[src/rtl/des_sbox_sequencer.sv]
// des_sbox_sequencer: runs the eight DES S-box lookups of one round through one shared
// lookup port, one box per clock, and packs the eight nibbles into the 32-bit result.
module des_sbox_sequencer #(
    parameter int NUM_BOXES = 8  // only 8 is meaningful for DES; sbox_sel is sized for it
) (
    input  logic                   clk,
    input  logic                   rst,
    input  logic [6*NUM_BOXES-1:0] in_data,
    input  logic                   in_valid,
    output logic                   in_ready,
    output logic                   sbox_en,
    output logic [2:0]             sbox_sel,
    output logic [5:0]             sbox_in,
    input  logic [3:0]             sbox_out,
    output logic [4*NUM_BOXES-1:0] out_data,
    output logic                   out_valid,
    input  logic                   out_ready
);

    localparam int CHUNK_W = 6;
    localparam int NIB_W   = 4;
    localparam int IN_W    = CHUNK_W * NUM_BOXES;
    localparam int OUT_W   = NIB_W * NUM_BOXES;
    localparam logic [2:0] LAST_IDX = 3'(NUM_BOXES - 1);

    typedef enum logic [1:0] {
        st_idle,
        st_lookup,
        st_done
    } state_t;

    state_t             state;
    state_t             state_nxt;
    logic [2:0]         idx;
    logic [2:0]         idx_nxt;
    logic [IN_W-1:0]    in_reg;
    logic [OUT_W-1:0]   result;
    logic [CHUNK_W-1:0] chunk;
    logic               accept;

    assign accept   = in_valid & in_ready;
    assign out_data = result;

    // Box 0 (S1) owns the most significant chunk of the input word.
    always_comb begin
        chunk = '0;
        for (int b = 0; b < NUM_BOXES; b++) begin
            if (idx == 3'(b)) begin
                chunk = in_reg[IN_W-CHUNK_W*(b+1) +: CHUNK_W];
            end
        end
    end

    // NOTE: every registered signal uses <= so all flops sample pre-edge values together.
    // NOTE: in_reg and result carry a reset only because out_data must read zero after
    // reset and a reset must discard any partial result; plain datapath regs need none.
    always_ff @(posedge clk) begin
        if (rst) begin
            state  <= st_idle;
            idx    <= '0;
            in_reg <= '0;
            result <= '0;
        end else begin
            state <= state_nxt;
            idx   <= idx_nxt;
            if (accept) begin
                in_reg <= in_data;
            end
            if (state == st_lookup) begin
                for (int b = 0; b < NUM_BOXES; b++) begin
                    if (idx == 3'(b)) begin
                        result[OUT_W-NIB_W*(b+1) +: NIB_W] <= sbox_out;
                    end
                end
            end
        end
    end

    // NOTE: every output of this block gets a default first, so no path can infer a latch.
    always_comb begin
        state_nxt = state;
        idx_nxt   = idx;
        in_ready  = 1'b0;
        out_valid = 1'b0;
        sbox_en   = 1'b0;
        sbox_sel  = '0;
        sbox_in   = '0;
        case (state)
            st_idle: begin
                in_ready = 1'b1;
                if (in_valid) begin
                    state_nxt = st_lookup;
                    idx_nxt   = '0;
                end
            end
            st_lookup: begin
                sbox_en  = 1'b1;
                sbox_sel = idx;
                sbox_in  = chunk;
                if (idx == LAST_IDX) begin
                    state_nxt = st_done;
                end else begin
                    idx_nxt = idx + 3'd1;
                end
            end
            st_done: begin
                out_valid = 1'b1;
                // A new word may enter in the same cycle the held result is taken.
                in_ready  = out_ready;
                if (out_ready) begin
                    idx_nxt   = '0;
                    state_nxt = in_valid ? st_lookup : st_idle;
                end
            end
            default: begin
                state_nxt = st_idle;
                idx_nxt   = '0;
            end
        endcase
    end

endmodule
[config.mk]
export PLATFORM = sky130hd
export DESIGN_NAME = des_sbox_sequencer
export DESIGN_NICKNAME = d
export VERILOG_FILES = /design/src/rtl/des_sbox_sequencer.sv
export SDC_FILE = /design/constraint.sdc
export NUM_CORES = 1
export LEC_CHECK = 0
export BUFFER_PORTS_ARGS = -buffer_cell sky130_fd_sc_hd__buf_4
export CAP_MARGIN = 0
export CORE_UTILIZATION = 45
export CTS_BUF_LIST = sky130_fd_sc_hd__clkbuf_4
export DETAILED_ROUTE_END_ITERATION = 8
export GPL_TIMING_DRIVEN = 1
export PLACE_DENSITY = 0.7
export SETUP_SLACK_MARGIN = 0.5
export SLEW_MARGIN = 20
export SYNTH_ARGS = -nofsm -noshare
export SYNTH_HDL_FRONTEND = slang
export SYNTH_SLANG_ARGS = --single-unit
export TNS_END_PERCENT = 1
[constraint.sdc]
create_clock -name clk -period 3.9 [get_ports clk]
set_clock_uncertainty 0.2 [all_clocks]
set_input_delay 0.39 -clock clk [delete_from_list [all_inputs] [get_ports clk]]
set_output_delay 0.39 -clock clk [all_outputs]
set_load 0.005 [all_outputs]
Word-level counts from Yosys, hierarchy flattened
Cells that the tools add are included.

Register bits: 85. Bits of input ports: 56. Output and inout bits: 44. Word-level logic and storage cells: 60.

Add/subtract/negate cells: 1. Eq/ne operators: 13. Muxes and demuxes: 22. Bitwise gates (word level): 1. Reduce and logical (&&, ||, !) cells: 12.

Operators with widths (number): 2-to-1 mux 6 bit (9); AND reduction 2 bit (8); == test 3 bit (second input constant) (4); 2-to-1 mux 3 bit (4); case mux 3 bit (3 select lines) (1); != test 2 bit (second input constant) (4); == test 3 x 2 -> 1 bit (second input constant) (2); 2-to-1 mux 2 bit (3); case mux 2 bit (3 select lines) (1); AND reduction 3 bit (2); adder 3 x 1 -> 3 bit (second input constant) (1); == test 3 x 1 -> 1 bit (second input constant) (1); logical NOT 3 bit (1); 2-to-1 mux 1 bit (3); == test 2 x 1 -> 1 bit (second input constant) (1); == test 2 bit (second input constant) (1); logical NOT 2 bit (1); case mux 1 bit (2 select lines) (1); bitwise AND 1 bit (1).

Depth between registers and ports, before layout
Gate-level depths: netlist of the first run.

Depth after elaboration: 10. Mapped depth: 7.

Worst setup path after synthesis of the first run
No wires, ideal clock.

Path type: reg-to-output. Start point: reg idx[1]. End point: out sbox_in[2]. Arrival: 1.524 ns. Data required time: 3.310 ns. Path slack: 1.786 ns. Cell stages (with the launch flop): 8. Buffers on the path: 1. Cell sequence: dfxtp_1 > inv_1 > ha_1 > buf_2 > a211o_1 > a22oi_1 > o21ai_1 > a32o_1.

Longest elaborated chain between the ends: 10. Elaborated cells between the ends (all ways): 17.

Ends and longest elaborated chain: start: declaration (line 34) `logic [2:0] idx;`; start signal: assignment (line 65) `idx <= idx_nxt;`; logical NOT 3 bit (line 48) `if (idx == 3'(b)) begin`; 2-to-1 mux 6 bit (7 in a row) (line 48); 2-to-1 mux 6 bit * (line 48); 2-to-1 mux 6 bit * (line 88) `case (state)`; end: declaration (line 13) `output logic [5:0] sbox_in,`.

Mark *: on every way between the ends. The rest lies on a longest branch, timed or not.

Worst setup path after layout of the first run
Start point: reg idx[1]. End point: out sbox_in[5].

Same word-level chain as after synthesis.

==> results by group, run 1 <==
Timing
  – Min Tclk post-route: approximately 3.2 ns
  – Setup violators final: 0
  – Relative slew slack: 0.427
  – Fin crit share: 0.815
  – Final Hold Viols: 0
  – RSZ-0062 raised after global routing: no
  – Final Max Tran Viols: 0
  – Fmax: approximately 0.31 GHz
  – Worst slew pin tran: about 0.86 ns
  – Final hold slack: around 0.020 ns
  – Setup_tns: 0 ns

Power
  – Pwr Density: around 370 nW/um^2
  – Peak VDD IR: 0.226 mV
  – Pleak: about 0.0021 uW

Clocking
  – H-Tree Level Count: 3
  – Setup Fix Bufs, Post-CTS: 0
  – CTS tree: done
  – Clk_lat worst skew: 0.43 ns
  – Root buffer cell: clkbuf_4
  – Bufs on Longest Clock Path: 2
  – CTS sink count: 85
  – Total CTS buffers: 9
  – Clock-pin slew on the worst setup and hold paths: about 0.14 ns

Outcome
  – Status: finished clean

Detailed routing
  – Post-Route WL: between 10 and 15 mm
  – DR DRC count: 0
  – Routed len/inst: approximately 15 um
  – Total number of vias: 3516
  – Detailed Route Iter0 Violations: around 260
  – ANT nets after route: 0
  – Vias per Instance: 5.26
  – Detailed-router iteration count before antenna repair: 5

Critical path
  – Critical path required time: about 3.3 ns
  – Worst Path Max Fanout: 16
  – Crit. End Element: primary output
  – Crit start category: flop
  – CP Class: flop to primary output
  – Worst Path Arrival: about 2.6 ns

Yosys
  – Syn Std Cell Area: 3640 um^2
  – Main combinational cell family by area after synthesis: simple AND/OR/NAND/NOR gates
  – Syn. warnings: 0
  – Sequential share of the synthesized area: 0.467
  – Post-Synthesis Net Count: between 500 and 600
  – Xor-xnor portion of the synthesized cell area: 0
  – Mean post-synth cell area: between 8 and 9 um^2
  – Share of synthesized area spent on multiplexers: 0.0659
  – Post-synthesis adder-cell area fraction: 0.0206
  – Post-synth ARST share: 0
  – Synth Area in Compound Gates: 0.193
  – Post-synth EDFFs: 0
  – Yosys cell types: 36
  – Synth Register Bits: 85
  – Post-synthesis simple-gate area fraction: 0.197
  – Top FF cell, synth: dfxtp_1
  – Synth Instances: between 400 and 500

Floorplan
  – I/O pin cnt: 100
  – Die height: between 90 and 100 um
  – Area of the die: roughly 8500 um^2
  – Initial core utilization: 0.469
  – Core ar.: slightly below 8000 um^2
  – # rows: 32
  – Die X: ~92 um

Layout
  – Layout Nets: 623
  – Antenna diodes: 0
  – Fillers: between 700 and 800
  – Synthesis-to-layout area growth: 37.6%
  – Layout cells sized above 1: 0.224
  – Largest register FFs: 48

Global route
  – Tot GR Track Use: 0.241
  – Largest net degree at the start of global routing: between 80 and 90
  – First-pass GRT wire length: approximately 16 mm
  – Via count of the first global-routing pass: between 3000 and 4000
  – Gr ovfl total: 0
  – Initial antenna violation count: 0

Placed design
  – GPL Wtd Cong: between 0.8 and 0.9
  – Detailed Place HPWL: about 6.6 mm
  – PortBufs: 99

Job
  – Max Cap Viol: 0

Hold path
  – HP Class: primary input to flop
layout by cell type (no fill, tap or decap), drive strengths merged:
master	n
a211o	6
a21oi	61
a221oi	6
a22oi	6
a31oi	6
a32o	6
and3	1
buf	101
bufinv	4
clkbuf	9
clkinv	3
dfxtp	85
dlygate4sd3	45
ha	6
inv	8
mux2i	24
nand2	113
nand2b	2
nand3	12
nor2	31
nor2b	3
nor3	2
nor4	1
nor4b	1
o211a	1
o211ai	1
o21a	1
o21ai	12
o221ai	6
o31ai	1
or3	1
or3b	1
path summary, 6_finish.rpt:
kind / end / cells after the start / slack [ns] / from
max: sbox_in[5] / 7 / 0.72 / idx[1]
min: in_reg[45] / 3 / 0.02 / in_data[45]
max reg2reg: out_data[26] / 6 / 1.59 / idx[1]
min reg2reg: in_reg[31] / 2 / 0.26 / in_reg[31]
timing repair:
action,in CTS,in global routing
hold buffers,45,0
hold endpoints to repair,45,0
resized for setup,1,1
endpoints found under the setup margin,1,6
cells in the mapped netlist, types with 2 or more instances:
cell type / number / share of area
nor3_4: 2 / 0.0089
nand3_2: 2 / 0.0055
inv_2: 3 / 0.0031
a221oi_1: 6 / 0.014
nand3_1: 10 / 0.014
nor2_1: 31 / 0.032
a31oi_1: 6 / 0.010
buf_4: 5 / 0.010
o21ai_1: 3 / 0.0041
a211o_1: 6 / 0.014
nand2_1: 113 / 0.12
buf_2: 8 / 0.011
mux2i_1: 24 / 0.066
nor2b_1: 3 / 0.0052
clkbuf_1: 19 / 0.020
a32o_1: 6 / 0.016
buf_6: 2 / 0.0062
a22oi_1: 6 / 0.012
inv_1: 5 / 0.0052
dfxtp_1: 85 / 0.47
o221ai_1: 6 / 0.014
ha_1: 6 / 0.021
o21ai_0: 9 / 0.012
a21oi_1: 61 / 0.084
per-stage QoR:
step                      cells  worst slack [ns]  area [um^2]  total power, uW   util
after floorplan             439              1.79         3640             1060      -
after global placement      607              1.09         4350             1140  0.561
after detailed placement    607              1.01         4350             1140  0.561
after CTS                   668             0.659         5010             1850  0.645
after global routing        668             0.519         5010             1910  0.645
final                       668             0.722         5010             1840  0.645
per-layer routing:
metal | GRT usage | part of all wire | up-vias | wire [um]
li1 | - | - | 1750 | -
met3 | 0.0398 | 0.052 | 14 | 523
met1 | 0.323 | 0.46 | 1630 | 4600
met2 | 0.386 | 0.47 | 122 | 4740
met4 | 0.0990 | 0.018 | 0 | 184
met5 | 0 | 0 | - | 0
layout make-up:
| cell class | instances | area [um^2] | area share |
|---|---|---|---|
| Clock inverter | 7 | 138 | 0.0275 |
| Tap cell | 102 | 128 | 0.0255 |
| Inverter | 8 | 30.0 | 0.00599 |
| Clock buffer | 9 | 67.6 | 0.0135 |
| Multi-Input combinational cell | 311 | 1740 | 0.347 |
| Timing Repair Buffer | 146 | 1210 | 0.241 |
| Sequential cell | 85 | 1700 | 0.340 |
critical path, cell delays in order (launching register included):
cell	delay, ns
dfxtp_1	0.37
inv_1	0.12
ha_1	0.56
nor2b_1	0.23
a221oi_1	0.36
o21ai_0	0.15
a32o_1	0.24
buf_4	0.14
report_power, final:
| part | switching [uW] | total (uW) | leakage, uW | internal [uW] |
|---|---|---|---|---|
| clock network | 297 | 684 | 0.000108 | 387 |
| logic | 115 | 232 | 0.00131 | 117 |
| registers | 25.7 | 928 | 0.000694 | 903 |
| total | 439 | 1840 | 0.00211 | 1410 |
cells by family (layout without fill, tap and decap cells):
group | count (synthesis) | after routing
flip-flops | 85 | 85
multiplexers | 24 | 24
AND/OR/NAND/NOR | 168 | 168
adder cells (fa/ha/maj) | 6 | 6
buffers and inverters | 43 | 170
AO/OA/AOI/OAI | 113 | 113
Power figures use the tool's default switching activity.
==> run 2: changes to the inputs <==
--- a/config.mk
+++ b/config.mk
@@ -5,13 +5,14 @@
 export SDC_FILE = /design/constraint.sdc
 export NUM_CORES = 1
 export LEC_CHECK = 0
+export ABC_AREA = 1
 export BUFFER_PORTS_ARGS = -buffer_cell sky130_fd_sc_hd__buf_4
 export CAP_MARGIN = 0
 export CORE_UTILIZATION = 45
 export CTS_BUF_LIST = sky130_fd_sc_hd__clkbuf_4
 export DETAILED_ROUTE_END_ITERATION = 8
 export GPL_TIMING_DRIVEN = 1
-export PLACE_DENSITY = 0.7
+export PLACE_DENSITY = 0.73
 export SETUP_SLACK_MARGIN = 0.5
 export SLEW_MARGIN = 20
 export SYNTH_ARGS = -nofsm -noshare
==> constraint.sdc (replaced) <==
create_clock -name clk -period 2.6 [get_ports clk]
set_clock_uncertainty 0.2 [all_clocks]
set_input_delay 0.26 -clock clk [delete_from_list [all_inputs] [get_ports clk]]
set_output_delay 0.26 -clock clk [all_outputs]
set_load 0.005 [all_outputs]
==> results by group, run 2 <==
Outcome
  – Status: finished clean

Yosys
  – Xor-xnor portion of the synthesized cell area: 0 (unchanged)
  – Synth Instances: 537 (+22%)
  – Post-synthesis simple-gate area fraction: 0.247 (+0.0503)
  – Share of synthesized area spent on multiplexers: 0 (-0.0659)
  – Sequential share of the synthesized area: 0.449 (-0.0177)
  – Syn Std Cell Area: 3790 um^2 (+3.9%)
  – Main combinational cell family by area after synthesis: simple AND/OR/NAND/NOR gates
  – Mean post-synth cell area: 7.05 um^2 (-15%)
  – Post-synthesis adder-cell area fraction: 0.0198 (-0.000783)
  – Post-Synthesis Net Count: 599 (+20%)
  – Most numerous cell in the Yosys netlist: nand2_1
  – Synth Area in Compound Gates: 0.178 (-0.0149)
  – Post-synth EDFFs: 0 (unchanged)
  – Post-synth ARST share: 0 (unchanged)
  – Synth area leader: dfxtp_1
  – Synth Register Bits: 85 (unchanged)
  – Yosys top cell area share: 0.449 (-0.0177)
  – Top cells by count, synth: nand2_1 (148), dfxtp_1 (85), a21oi_1 (72), inv_1 (64), nand3_1 (40)
  – Syn. warnings: 0 (unchanged)
  – Yosys cell types: 25 (-31%)
  – Top FF cell, synth: dfxtp_1
  – Top cells by area, synth: dfxtp_1 (45%), nand2_1 (15%), a21oi_1 (9.5%)

Floorplan
  – Core ar.: 8180 um^2 (+5.3%)
  – Die X: 93.7 um (+1.9%)
  – I/O pin cnt: 100 (unchanged)
  – Initial core utilization: 0.463 (-0.00580)
  – Die height: 93.7 um (+1.9%)
  – # rows: 33 (+3.1%)
  – Area of the die: 8790 um^2 (+3.9%)

Global route
  – Initial antenna violation count: 0 (unchanged)
  – First-pass GRT wire length: 16.7 mm (+6.1%)
  – Gr ovfl total: 0 (unchanged)
  – Via count of the first global-routing pass: 3693 (+13%)
  – Tot GR Track Use: 0.242 (+0.000413)
  – Largest net degree at the start of global routing: 86 (unchanged)

Layout
  – Most frequent cells in the layout: nand2_1 (144), buf_4 (108), dfxtp_1 (82)
  – Antenna diodes: 0 (unchanged)
  – Fin cells: 789 (+18%)
  – Post-Layout Inst Area: 5420 um^2 (+8.2%)
  – Synthesis-to-layout area growth: 43.2%
  – Largest register FFs: 48 (unchanged)
  – Layout Nets: 742 (+19%)
  – Layout cells sized above 1: 0.230 (+0.00515)
  – Most common cell after layout, fill and taps aside: nand2_1
  – Fillers: 706 (unchanged)

Detailed routing
  – Vias per Instance: 4.87 (-7.6%)
  – Detailed Route Iter0 Violations: 141 (-46%)
  – Routed len/inst: 13.0 um (-14%)
  – Total number of vias: 3839 (+9.2%)
  – Post-Route WL: 10.3 mm (+2.1%)
  – DR DRC count: 0 (unchanged)
  – ANT nets after route: 0 (unchanged)
  – Detailed-router iteration count before antenna repair: 4 (-1)

Job
  – Max Cap Viol: 0 (unchanged)

Timing
  – RSZ-0062 raised after global routing: yes
  – Worst slew pin tran: 0.869 ns (+0.00975 ns)
  – Setup violators final: 0 (unchanged)
  – Relative slew slack: 0.420 (-0.00650)
  – Setup_tns: 0 ns (unchanged)
  – Final Hold Viols: 0 (unchanged)
  – Min Tclk post-route: between 2 and 2.5 ns
  – Fin crit share: 0.894
  – Final Max Tran Viols: 0 (unchanged)
  – Fmax: approximately 0.43 GHz

Critical path
  – Critical path required time: 2.14 ns (-1.17 ns)
  – Crit. Startpoint: idx[0]
  – Worst Path Max Fanout: 7 (-9)
  – Crit. End Element: primary output
  – R2r endpoint: out_data[28]
  – FF-to-FF setup slack: 0.82 ns (-0.77 ns)
  – Critical-path top delay cell: dfxtp_4
  – CP max stage delay: 0.38 ns (-0.18 ns)
  – Crit start category: flop
  – Worst Path Arrival: 1.86 ns (-0.73 ns)
  – CP Class: flop to primary output
  – R2R cell count: 10 (+4)
  – Critical-path cell list: ha_2 > ha_2 > or2_4 > a21oi_1 > nand2_1 > nand2_1 > buf_4
  – R2r startpoint: idx[0]

Hold path
  – Worst hold path depth: 3 (unchanged)
  – HP Class: primary input to flop
  – Hold path endpoint: in_reg[42]
  – Hold Startpoint: in_valid

Power
  – Pwr Density: 508 nW/um^2 (+38%)
  – Pleak: 0.00238 uW (+13%)
  – Total power draw: 2760 uW (+49%)
  – Peak VDD IR: 0.290 mV (+28%)

Clocking
  – Clk_lat worst skew: 0.41 ns (-0.02 ns)
  – CTS sink count: 85 (unchanged)
  – Clock-pin slew on the worst setup and hold paths: 0.13 ns (about the same)
  – Bufs on Longest Clock Path: 2 (unchanged)
  – H-Tree Level Count: 3 (unchanged)
  – CTS tree: done
  – Total CTS buffers: 9 (unchanged)
  – Root buffer cell: clkbuf_4

Placed design
  – Area after DPL: 4550 um^2 (+4.6%)
  – PortBufs: 99 (unchanged)
  – Placed insts: 714 (+18%)
  – GPL Wtd Cong: 0.821 (-0.74%)
  – Detailed Place HPWL: 6.76 mm (+1.9%)
==> run 2: cell count changes after synthesis, sizes merged, moves of 7 or more <==
cell    delta
a21oi     +12
mux2i     -24
inv       +59
nand2     +37
a211oi    +25
nor2       +7
nand3     +28
==> run 2: critical path, delay by kind of cell (launching register included) <==
| kind | cells | cell delay, ns |
|---|---|---|
| fa+ha+maj | 2 | 0.41 |
| flops | 1 | 0.38 |
| compound gates | 1 | 0.15 |
| simple gates | 3 | 0.40 |
| buf+inv | 1 | 0.10 |
==> run 2: per-stage QoR <==
stage | hold slack (ns) | setup slack, ns | utilization
2_1_floorplan | 0.225 | 0.648 | -
3_3_place_gp | 0.249 | 0.397 | 0.557
3_5_place_dp | 0.257 | 0.403 | 0.557
4_1_cts | 0.0326 | 0.258 | 0.662
5_1_grt | 0.0461 | 0.0945 | 0.663
6_report | 0.0624 | 0.276 | 0.663
==> run 2: what timing repair did <==
action / CTS / global route
setup endpoints to repair: 6 / 6
gates resized for setup: 44 / 3
gates cloned: 0 / 0
setup buffers: 6 / 1
pin swaps: 8 / 1
hold buffers: 53 / 0
endpoints found under the hold margin: 81 / 0
==> run 2: area by class of cell <==
cell class	count	area (um^2)	area share
multi-input cells	354	1800	0.331
flip-flops and latches	85	1710	0.316
repair buffers	162	1360	0.251
inverters	68	272	0.0501
well taps	105	131	0.0242
clock inverters	5	76.3	0.0141
clock buffers	10	75.1	0.0138
==> run 2: report_power, final <==
part,switching (uW),internal [uW],leakage [uW]
Combinational,281,254,0.00160
Sequential,36.5,1370,0.000698
Clock,424,392,0.0000799
==> run 2: per-layer routing <==
layer / up-vias / global-route usage / part of all wire
li1: 2005 / - / -
met2: 113 / 0.425 / 0.48
met5: - / 0 / 0
met4: 0 / 0.0628 / 0.011
met3: 13 / 0.0566 / 0.064
met1: 1708 / 0.295 / 0.44
==> run 2: worst max-delay path by stage <==
| stage | depth (start not counted) | end |
|---|---|---|
| floorplan | 12 | sbox_in[1] |
| global placement | 12 | sbox_in[1] |
| detailed placement | 12 | sbox_in[1] |
| CTS | 12 | sbox_in[0] |
| global route | 13 | sbox_in[3] |
| finish | 7 | sbox_in[1] |
==> run 2: kinds of logic (layout without fill, tap and decap cells) <==
logic type	count (synthesis)	count (layout)
AOI/OAI and AO/OA	118	118
buffers and inverters	98	245
adders and majority gates	6	6
DFF	85	85
and+or+nand+nor	230	230
==> run 3: changes to the inputs <==
--- a/config.mk
+++ b/config.mk
@@ -8,11 +8,11 @@
 export ABC_AREA = 1
 export BUFFER_PORTS_ARGS = -buffer_cell sky130_fd_sc_hd__buf_4
 export CAP_MARGIN = 0
-export CORE_UTILIZATION = 45
+export CORE_UTILIZATION = 29
 export CTS_BUF_LIST = sky130_fd_sc_hd__clkbuf_4
 export DETAILED_ROUTE_END_ITERATION = 8
 export GPL_TIMING_DRIVEN = 1
-export PLACE_DENSITY = 0.73
+export PLACE_DENSITY = 0.51
 export SETUP_SLACK_MARGIN = 0.5
 export SLEW_MARGIN = 20
 export SYNTH_ARGS = -nofsm -noshare
==> results by group, run 3 (synthesis results as in run 2) <==
Detailed routing
  – Post-Route WL: 11.4 mm (+11%)
  – Routed len/inst: 13.3 um (+2.1%)
  – ANT nets after route: 0 (unchanged)
  – Vias per Instance: 4.49 (-7.8%)
  – Detailed Route Iter0 Violations: 198 (+40%)
  – DR DRC count: 0 (unchanged)
  – Total number of vias: 3844 (+0.13%)
  – Detailed-router iteration count before antenna repair: 4 (unchanged)

Layout
  – Post-Layout Inst Area: 5540 um^2 (+2.1%)
  – Antenna diodes: 0 (unchanged)
  – Most common cell after layout, fill and taps aside: nand2_1
  – Layout Nets: 742 (unchanged)
  – Synthesis-to-layout area growth: 46.2%
  – Largest register FFs: 48 (unchanged)
  – Layout cells sized above 1: 0.232 (+0.00258)
  – Fillers: 1314 (+86%)
  – Most frequent cells in the layout: nand2_1 (144), buf_4 (108), dfxtp_1 (82)

Placed design
  – Area after DPL: 4640 um^2 (+1.9%)
  – Detailed Place HPWL: 7.86 mm (+16%)
  – PortBufs: 99 (unchanged)
  – GPL Wtd Cong: 0.804 (-2.1%)

Clocking
  – Root buffer cell: clkbuf_4
  – Bufs on Longest Clock Path: 2 (unchanged)
  – CTS tree: done
  – Clock-pin slew on the worst setup and hold paths: 0.13 ns (about the same)
  – CTS sink count: 85 (unchanged)
  – Clk_lat worst skew: 0.45 ns (+0.04 ns)
  – H-Tree Level Count: 3 (unchanged)
  – Total CTS buffers: 9 (unchanged)

Floorplan
  – I/O pin cnt: 100 (unchanged)
  – Area of the die: 13500 um^2 (+54%)
  – # rows: 41 (+24%)
  – Die X: 116 um (+24%)
  – Initial core utilization: 0.299 (-0.164)
  – Core ar.: 12700 um^2 (+55%)
  – Die height: 116 um (+24%)

Power
  – Pwr Density: 507 nW/um^2 (-0.26%)
  – Peak VDD IR: 0.337 mV (+16%)
  – Pleak: 0.00238 uW (+0.23%)

Global route
  – Gr ovfl total: 0 (unchanged)
  – Via count of the first global-routing pass: 3815 (+3.3%)
  – First-pass GRT wire length: 18.5 mm (+10%)
  – Tot GR Track Use: 0.177 (-0.0646)
  – Initial antenna violation count: 0 (unchanged)
  – Largest net degree at the start of global routing: 73 (-15%)

Critical path
  – Crit. End Element: primary output
  – Critical path required time: 2.14 ns (about the same)
  – Worst Path Max Fanout: 8 (+1)
  – Worst Path Arrival: 1.89 ns (+0.03 ns)
  – Crit start category: flop
  – CP max stage delay: 0.42 ns (+0.04 ns)
  – Critical-path top delay cell: dfxtp_4
  – CP Class: flop to primary output
  – Critical-path cell list: inv_4 > ha_4 > nand2_2 > inv_1 > a21oi_1 > nand2_1 > nand2_1 > nand2_1 > nand2_1 > buf_4
  – Crit-path most repeated cell: nand2_1

Timing
  – Setup_tns: 0 ns (unchanged)
  – Final Max Tran Viols: 0 (unchanged)
  – RSZ-0062 raised after global routing: yes
  – Relative slew slack: 0.542 (+0.121)
  – Setup violators final: 0 (unchanged)
  – Min Tclk post-route: 2.35 ns (+0.0256 ns)
  – Final hold slack: 0.0363 ns (-0.0261 ns)
  – Fin crit share: 0.904 (+0.00983)
  – Fmax: 0.426 GHz (-1.1%)
  – Worst slew pin tran: 0.688 ns (-0.182 ns)
  – Final Hold Viols: 0 (unchanged)

Outcome
  – Status: finished clean

Job
  – Max Cap Viol: 0 (unchanged)

Hold path
  – HP Class: primary input to flop
## run 3: worst paths after layout
path,endpoint,slack (ns),start,depth (start not counted)
hold / removal,state[0],0.04,in_valid,3
setup reg to reg,in_reg[12],0.76,state[1],5
setup / recovery,sbox_in[1],0.25,idx[0],10
hold reg to reg,in_reg[4],0.27,in_reg[4],2
## run 3: repair_timing
action / 4_1_cts / 5_1_grt
cloned: 0 / 0
resized for setup: 49 / 7
hold buffers: 53 / 0
pin swaps: 5 / 3
endpoints found under the hold margin: 81 / 0
buffers inserted: 5 / 0
setup endpoints to repair: 6 / 7
## run 3: final cells by class
| class | count | area [um^2] | share of cell area |
|---|---|---|---|
| clock inverter | 5 | 75.1 | 0.0136 |
| tap | 172 | 215 | 0.0389 |
| inverter | 68 | 272 | 0.0490 |
| timing repair buffer | 162 | 1360 | 0.246 |
| clock buffer | 11 | 82.6 | 0.0149 |
| sequential | 85 | 1710 | 0.309 |
| multi-input combinational | 354 | 1820 | 0.329 |
## run 3: stage by stage
step	util	instances	total power [uW]	worst slack (ns)
2_1_floorplan	-	537	1690	0.648
3_3_place_gp	0.366	783	1860	0.362
3_5_place_dp	0.366	783	1860	0.338
4_1_cts	0.434	857	2830	0.234
5_1_grt	0.437	857	2970	0.0826
6_report	0.437	857	2810	0.251
## run 3: report_power, final
part | switching [uW] | total (uW) | internal [uW]
logic | 285 | 539 | 254
clock network | 453 | 859 | 406
registers | 38.7 | 1410 | 1370
## run 3: per-layer routing
layer  vias up  track usage  part of all wire  wire length, um
li1       2006            -                 -                -
met1      1749        0.223              0.47             5340
met2        83        0.297              0.47             5360
met3         6       0.0545             0.053              602
met4         0       0.0376            0.0072               82
met5         -            0                 0                0
## run 3: critical path, delay by kind of cell (launching register included)
kind	cells	cell delay (ns)
flops	1	0.42
simple gates	5	0.42
buf+inv	3	0.29
fa+ha+maj	1	0.16
compound gates	1	0.16
